==> src/rtl/lsb_one_isolate_log2.sv <==
// ----------------------------------------------------------------------------
// lsb_one_isolate_log2
//   Registered rightmost-1 finder. It isolates the least-significant set bit
//   of word_in as a one-hot mask, converts that mask to its bit index (the
//   trailing-zero count) and flags the all-zero input. There is one pipeline
//   stage and no backpressure.
//
// Parameters
//   WORD_WIDTH     width of word_in, lsb_mask_out and index_out (>= 2)
//
// Ports
//   clock          rising-edge clock
//   clear          synchronous active-high reset; overrides valid_in
//   valid_in       word_in is valid this cycle
//   word_in        input word
//   valid_out      registered outputs are valid (valid_in delayed one cycle)
//   lsb_mask_out   one-hot rightmost 1 of the sampled word (0 if word was 0)
//   index_out      bit index of the rightmost 1, zero-extended
//   undefined_out  1 when the sampled word was 0
//
// Build option
//   LSB_ONE_ISOLATE_LOG2_ZERO_COUNT_EN
//     defined:   a zero word reports index_out = WORD_WIDTH, which is the
//                full trailing-zero count
//     undefined: a zero word reports index_out = 0
//   undefined_out is raised for a zero word in both builds.
// ----------------------------------------------------------------------------

// One bit of the log2 result: OR of every mask bit whose position has bit BIT
// set. The mask is one-hot or zero, so this OR gives the exact index bit.
module lsb_one_isolate_log2_idx_bit #(
    parameter int WORD_WIDTH = 8,
    parameter int BIT        = 0
) (
    input  logic [WORD_WIDTH-1:0] mask,
    output logic                  idx_bit
);
    always_comb begin
        idx_bit = 1'b0;
        for (int i = 0; i < WORD_WIDTH; i++) begin
            if (((i >> BIT) & 1) == 1) idx_bit = idx_bit | mask[i];
        end
    end
endmodule

module lsb_one_isolate_log2 #(
    parameter int WORD_WIDTH = 8
) (
    input  logic                  clock,
    input  logic                  clear,
    input  logic                  valid_in,
    input  logic [WORD_WIDTH-1:0] word_in,
    output logic                  valid_out,
    output logic [WORD_WIDTH-1:0] lsb_mask_out,
    output logic [WORD_WIDTH-1:0] index_out,
    output logic                  undefined_out
);
    // Wide enough to hold WORD_WIDTH itself, which is needed for the zero
    // count. Bits of index_out above this width are always 0.
    localparam int IDX_W  = $clog2(WORD_WIDTH + 1);
    localparam int STAGES = 1;

    // ---------------------------------------------------------------- comb
    logic [WORD_WIDTH-1:0] mask_c;
    logic [IDX_W-1:0]      or_idx_c;
    logic [IDX_W-1:0]      idx_c;
    logic                  zero_c;

    // x & -x keeps only the lowest set bit (negation is modulo 2^WORD_WIDTH)
    assign mask_c = word_in & (~word_in + WORD_WIDTH'(1));
    assign zero_c = (mask_c == '0);

    for (genvar b = 0; b < IDX_W; b++) begin : g_idx
        lsb_one_isolate_log2_idx_bit #(
            .WORD_WIDTH (WORD_WIDTH),
            .BIT        (b)
        ) u_idx_bit (
            .mask    (mask_c),
            .idx_bit (or_idx_c[b])
        );
    end

`ifdef LSB_ONE_ISOLATE_LOG2_ZERO_COUNT_EN
    // The OR tree gives 0 for a zero mask, so the count is substituted here
    assign idx_c = zero_c ? IDX_W'(WORD_WIDTH) : or_idx_c;
`else
    assign idx_c = or_idx_c;
`endif

    // ---------------------------------------------------------------- regs
    // Declaration initialisers give the same values at power-up as clear does
    logic [STAGES:1]       vld_pipe  = '0;
    logic [WORD_WIDTH-1:0] mask_q    = '0;
    logic [IDX_W-1:0]      idx_q     = '0;
    logic                  undef_q   = 1'b0;

    always_ff @(posedge clock) begin
        if (clear) begin
            // A word presented in the clear cycle is dropped
            vld_pipe <= '0;
            mask_q   <= '0;
            idx_q    <= '0;
            undef_q  <= 1'b0;
        end else begin
            vld_pipe[1] <= valid_in;
            for (int s = 2; s <= STAGES; s++) vld_pipe[s] <= vld_pipe[s-1];
            // Data only moves on a valid word; otherwise the last result holds
            if (valid_in) begin
                mask_q  <= mask_c;
                idx_q   <= idx_c;
                undef_q <= zero_c;
            end
        end
    end

    assign valid_out     = vld_pipe[STAGES];
    assign lsb_mask_out  = mask_q;
    assign index_out     = WORD_WIDTH'(idx_q);
    assign undefined_out = undef_q;

endmodule

==> config.mk <==
export PLATFORM = sky130hd
export DESIGN_NAME = lsb_one_isolate_log2
export DESIGN_NICKNAME = d
export VERILOG_FILES = /design/src/rtl/lsb_one_isolate_log2.sv
export SDC_FILE = /design/constraint.sdc
export NUM_CORES = 1
export LEC_CHECK = 0
export ABC_CLOCK_PERIOD_IN_PS = 1700
export CORE_MARGIN = 3
export CORE_UTILIZATION = 42
export DETAILED_ROUTE_END_ITERATION = 8
export PLACE_DENSITY_LB_ADDON = 0.2
export SYNTH_ARGS = -nofsm -noshare
export SYNTH_HDL_FRONTEND = slang
export SYNTH_SLANG_ARGS = --single-unit
export TNS_END_PERCENT = 20
==> constraint.sdc <==
create_clock -name clock -period 1.7 [get_ports clock]
set_input_delay 0.34 -clock clock [delete_from_list [all_inputs] [get_ports clock]]
set_output_delay 0.34 -clock clock [all_outputs]
set_load 0.03 [all_outputs]
==> flow_summary.rst, run 1 <==
.. list-table::
   :header-rows: 1

   * - Metric
     - Value
   * - Final setup skew
     - 0 ps
   * - Die area
     - 1960 µm²
   * - Buffers from clock root to sink, at most
     - 2
   * - Port buffer count
     - 23
   * - Worst Path Max Fanout
     - 2
   * - Power per cell area
     - 691 nW/µm²
   * - # resized after CTS
     - 0
   * - Largest vdd supply drop
     - 0.463 mV
   * - Final-layout setup total negative slack
     - 0 ps
   * - Cell with the largest stage delay on the worst path
     - clkdlybuf4s50_1
   * - Pre-antenna DRT Iters
     - 4
   * - Sum of routed wire length over all layers
     - 1.32 mm
   * - Fraction of final layout cells sized beyond drive strength 1
     - 13.0%
   * - DR iter-0 viols
     - 17
   * - Filler instances
     - 119
   * - CP Data Required Time
     - 1360 ps
   * - Via total after detailed routing
     - 583
   * - Worst min-delay path class
     - reg -> reg
   * - Part of the total power dissipated in sequential elements
     - 50.2%
   * - Half-perimeter wire length of the detailed placement result
     - 1.00 mm
   * - Combined buffer and inverter count along the critical path
     - 1
   * - Leading cell type in the layout, fill and taps excluded
     - clkdlybuf4s50_1
   * - Combinational share of power
     - 20.5%
   * - Count of distinct cell types in the synthesized netlist
     - 24
   * - Clock slew seen by the registers of the worst setup and hold paths
     - 80 ps
   * - Final period demand of the worst path
     - 1630 ps
   * - Count of max-cap constraint violations
     - 0
   * - Antenna violations before repair
     - 0
   * - Starting utilization of the core area
     - 46.2%
   * - Number of hold buffers added after cts
     - 0
   * - CP top delay family
     - buffers and inverters
   * - Storage element area
     - 260 µm²
   * - Detailed-routed wire length on met3
     - 129 µm
   * - RePlAce Congestion
     - 0.792
   * - Commonest cells after routing, fill and taps aside
     - clkdlybuf4s50_1, dfxtp_1, nand2b_1, a21oi_1, buf_4
   * - Inserted Clock Buffers
     - 3
   * - Pint
     - 461 µW
   * - Sort of element at the start of the critical path
     - register
   * - Clock insertion delay at the later pin of the skew report
     - 260 ps
   * - Buffers inserted by post-CTS timing repair
     - 0
   * - Clock tree from TritonCTS
     - built
   * - Area of the mapped netlist
     - 616 µm²
   * - Clock Tree Root
     - clkbuf_4
   * - Total Nets Final
     - 112
   * - Clock network fraction of total power
     - 29.3%
   * - Top routing layer used
     - met4
   * - CTS Sinks
     - 13
   * - H-tree Lvls
     - 1
   * - CP Data Arrival Time
     - 1290 ps
   * - CP max stage delay
     - 680 ps
   * - Final max-slew violation count
     - 0
   * - Count of state elements after synthesis
     - 13
   * - Highest clock frequency the design can meet
     - 0.614 GHz
   * - Share of the cycle needed by the critical path after routing
     - 95.8%
   * - Number of standard cells in the final layout excluding fillers
     - 115
   * - Largest net degree at the start of global routing
     - 14
   * - Critical path endpoint category
     - output pin
   * - Average cell area after synthesis
     - 8.79 µm²
   * - Switching part of the total
     - 26.8%
   * - CP Class
     - reg -> out
   * - Placement Rows
     - 13
   * - Overall die height
     - 44.3 µm
   * - Leakage power summed over all cells
     - 0.326 nW
   * - Post-DRT Antenna Nets
     - 0
   * - Drt wl/cell
     - 11.4 µm
   * - Final total power
     - 629 µW
   * - First-pass GRT wire length
     - 2.38 mm
   * - Unrepaired setup endpoints after global routing
     - false
   * - Fin. Hold Viols
     - 0
   * - Number of top-level pins
     - 29
   * - Area Growth Syn to Fin
     - 47.8%
   * - Ordered cell list for the critical path
     - clkdlybuf4s50_1
   * - Portion of the post-synthesis area used by sequential elements
     - 42.3%
   * - Ys Warns
     - 0
   * - Number of instances in the placed design
     - 111
   * - Psw
     - 168 µW
   * - Routed metal-1 wire length
     - 592 µm
   * - Status
     - finished clean
   * - Die extent in x
     - 44.3 µm
   * - Number of global-route vias before repair
     - 561
   * - Antenna Diode Count
     - 0
   * - Number of standard cells after synthesis
     - 70
   * - Met2 routed wirelength
     - 561 µm
   * - GRT Resource Usage Total
     - 16.2%
   * - Setup violation total in the final timing report
     - 0
   * - Total congestion overflow
     - 0
   * - Multi-input logic area
     - 318 µm²
   * - Mean number of vias per cell
     - 5.07
   * - Placeable Area
     - 1330 µm²
   * - Drc violations
     - 0
-- through the flow --
| step | util (%) | area (µm²) | hold slack [ps] | setup slack [ps] |
|---|---|---|---|---|
| 2_1_floorplan | - | 631 | 412 | 548 |
| 3_3_place_gp | 66.2 | 883 | 455 | 43.7 |
| 3_5_place_dp | 66.2 | 883 | 459 | 31.0 |
| 4_1_cts | 68.2 | 910 | 472 | 57.3 |
| 5_1_grt | 68.2 | 910 | 493 | 15.4 |
| 6_report | 68.2 | 910 | 468 | 71.8 |
-- power groups by stage --
stage | sequential, mW | combinational, mW | clock (mW)
2_1_floorplan | 0.338 | 0.0563 | 0
5_1_grt | 0.317 | 0.139 | 0.209
3_3_place_gp | 0.322 | 0.128 | 0
3_5_place_dp | 0.323 | 0.128 | 0
6_report | 0.315 | 0.129 | 0.184
4_1_cts | 0.316 | 0.129 | 0.191
-- registers in the layout, summed over array words and instances, names as in the netlist --
name / flops
valid_out: 1
lsb_mask_out: 8
idx_q: 3
undefined_out: 1
-- final cells by class --
class / instances / area share, %
clock buffers: 4 / 2.89
inverters: 1 / 0.413
multi-input cells: 52 / 34.9
flip-flops and latches: 13 / 28.6
well taps: 15 / 2.06
repair buffers: 30 / 31.1
-- cell families after synthesis --
| family | share of synthesized area [%] |
|---|---|
| compound gates | 15.4 |
| buf+inv | 8.54 |
| flops | 42.3 |
| mux | 1.63 |
| other cells | 0.609 |
| simple gates | 31.5 |
-- cells in the mapped netlist --
cell type / n / area [µm²]
o21ai_0: 1 / 5.00
buf_4: 5 / 37.5
nor3_1: 1 / 5.00
mux2i_1: 1 / 10.0
o211ai_2: 1 / 12.5
conb_1: 1 / 3.75
nand3b_1: 1 / 7.51
dfxtp_1: 13 / 260
o21ai_1: 1 / 5.00
a311oi_1: 1 / 8.76
a21oi_1: 9 / 45.0
nand4b_1: 1 / 8.76
nand3_1: 3 / 15.0
nand2b_1: 10 / 62.6
nor4_4: 1 / 21.3
nor2_1: 5 / 18.8
clkbuf_1: 3 / 11.3
nand4_1: 3 / 18.8
a31oi_1: 1 / 6.26
or4_1: 1 / 7.51
inv_1: 1 / 3.75
nor2b_1: 4 / 25.0
nand2_1: 1 / 3.75
a211oi_2: 1 / 12.5
-- path summary, 6_finish.rpt --
check,from,end,slack [ps],cells after the start
worst min register to register,lsb_mask_out[6]$_SDFFE_PP0P_,lsb_mask_out[6]$_SDFFE_PP0P_,470,2
worst min-delay path,lsb_mask_out[6]$_SDFFE_PP0P_,lsb_mask_out[6]$_SDFFE_PP0P_,470,2
worst max-delay path,lsb_mask_out[4]$_SDFFE_PP0P_,lsb_mask_out[4],70,1
worst max register to register,lsb_mask_out[2]$_SDFFE_PP0P_,lsb_mask_out[2]$_SDFFE_PP0P_,950,3
-- metal layers --
metal	up-vias	GRT usage, %
li1	295	-
met1	252	20.5
met2	30	24.4
met3	6	4.07
met4	0	9.64
met5	-	0
Power figures use the tool's default switching activity.
==> run 2: changes to the inputs <==
- PLACE_DENSITY: not set -> 0.83
- PLACE_DENSITY_LB_ADDON: 0.2 -> not set
==> flow_summary.rst, run 2 (synthesis results as in run 1) <==
.. list-table::
   :header-rows: 1

   * - Metric
     - Value
   * - Status
     - finished clean
   * - Clock Tree Root
     - clkbuf_4
   * - Antenna violations before repair
     - 0
   * - Number of hold buffers added after cts
     - 0
   * - Highest clock frequency the design can meet
     - 0.609 GHz
   * - Port buffer count
     - 23
   * - Power per cell area
     - 700 nW/µm²
   * - Antenna Diode Count
     - 0
   * - Number of global-route vias before repair
     - 524
   * - Total Nets Final
     - 112
   * - Number of top-level pins
     - 29
   * - Filler instances
     - 126
   * - CP top delay family
     - buffers and inverters
   * - Number of cells on the critical path
     - 1
   * - CP max stage delay
     - 680 ps
   * - Final-layout setup total negative slack
     - 0 ps
   * - CP Data Required Time
     - 1360 ps
   * - Drt wl/cell
     - 12.3 µm
   * - CTS Sinks
     - 13
   * - Worst Path Max Fanout
     - 2
   * - Placeable Area
     - 1330 µm²
   * - Count of max-cap constraint violations
     - 0
   * - Via total after detailed routing
     - 578
   * - RePlAce Congestion
     - 0.833
   * - Sort of element at the start of the critical path
     - register
   * - Cell count of the worst reg-to-reg path
     - 3
   * - Placement Rows
     - 13
   * - Starting utilization of the core area
     - 46.2%
   * - Number of instances in the placed design
     - 111
   * - GRT Resource Usage Total
     - 16.2%
   * - Clock tree from TritonCTS
     - built
   * - Post-DRT Antenna Nets
     - 0
   * - Multi-input logic area
     - 318 µm²
   * - Commonest cells after routing, fill and taps aside
     - clkdlybuf4s50_1, dfxtp_1, nand2b_1, a21oi_1, buf_4
   * - Largest net degree at the start of global routing
     - 18
   * - Drc violations
     - 0
   * - Unrepaired setup endpoints after global routing
     - false
   * - Clock slew seen by the registers of the worst setup and hold paths
     - 80 ps
   * - # resized after CTS
     - 0
   * - Storage element area
     - 260 µm²
   * - Worst Hold Path Cells
     - 2
   * - CP Data Arrival Time
     - 1300 ps
   * - Fraction of final layout cells sized beyond drive strength 1
     - 13.0%
   * - Final max-slew violation count
     - 0
   * - Pre-antenna DRT Iters
     - 5
   * - Mean number of vias per cell
     - 5.03
   * - Setup violation total in the final timing report
     - 0
   * - Share of the cycle needed by the critical path after routing
     - 96.7%
   * - Clock insertion delay at the later pin of the skew report
     - 270 ps
   * - Final setup skew
     - 0 ps
   * - CP Class
     - reg -> out
   * - Buffers from clock root to sink, at most
     - 2
   * - Overall die height
     - 44.3 µm
   * - Leading cell type in the layout, fill and taps excluded
     - clkdlybuf4s50_1
   * - Fin. Hold Viols
     - 0
   * - Critical path endpoint category
     - output pin
   * - Combined buffer and inverter count along the critical path
     - 1
   * - Flip-flop count of the largest register, all copies and words added
     - 8
   * - Sum of routed wire length over all layers
     - 1.41 mm
   * - Largest vdd supply drop
     - 0.488 mV
   * - Inserted Clock Buffers
     - 3
   * - Final period demand of the worst path
     - 1640 ps
   * - Buffers inserted by post-CTS timing repair
     - 0
   * - Area Growth Syn to Fin
     - 47.8%
   * - Number of standard cells in the final layout excluding fillers
     - 115
   * - Cell with the largest stage delay on the worst path
     - clkdlybuf4s50_1
   * - Worst min-delay path class
     - reg -> reg
   * - Final total power
     - 636 µW
   * - Ordered cell list for the critical path
     - clkdlybuf4s50_1
   * - DR iter-0 viols
     - 12
   * - Leakage power summed over all cells
     - 0.326 nW
   * - Die extent in x
     - 44.3 µm
   * - First-pass GRT wire length
     - 2.28 mm
   * - H-tree Lvls
     - 1
   * - Total congestion overflow
     - 0
   * - Die area
     - 1960 µm²
==> run 2: cell counts in the layout (fill, tap and decap cells not counted) <==
No cell type changed its count.
==> run 2: stage by stage <==
step	cell area (µm²)	worst slack (ps)	hold slack [ps]	util, %
6_report	910	56.7	480	68.2
3_5_place_dp	883	46.1	464	66.2
3_3_place_gp	883	57.2	457	66.2
5_1_grt	910	12.4	489	68.2
2_1_floorplan	631	548	412	-
4_1_cts	910	45.6	478	68.2
==> run 2: final timing paths <==
kind / startpoint / to / slack, ps
hold / removal: lsb_mask_out[5]$_SDFFE_PP0P_ / lsb_mask_out[5]$_SDFFE_PP0P_ / 480
hold reg to reg: lsb_mask_out[5]$_SDFFE_PP0P_ / lsb_mask_out[5]$_SDFFE_PP0P_ / 480
setup / recovery: idx_q[2]$_SDFFE_PP0P_ / index_out[2] / 60
setup reg to reg: lsb_mask_out[2]$_SDFFE_PP0P_ / lsb_mask_out[2]$_SDFFE_PP0P_ / 960
==> run 2: final cells by class <==
class | instances | share of cell area (%)
multi-input cells | 52 | 34.9
inverters | 1 | 0.413
well taps | 15 | 2.06
clock buffers | 4 | 2.89
flip-flops and latches | 13 | 28.6
repair buffers | 30 | 31.1
==> run 2: power by group <==
| group | switching (mW) | internal, mW |
|---|---|---|
| Clock | 0.100 | 0.0910 |
| Combinational | 0.0717 | 0.0580 |
| Sequential | 0.00325 | 0.312 |
==> run 2: metal layers <==
layer / wire length [µm] / up-vias / track usage, %
li1: - / 297 / -
met1: 634 / 252 / 20.9
met2: 673 / 26 / 25.3
met3: 88 / 3 / 4.07
met4: 13 / 0 / 7.23
met5: 0 / - / 0
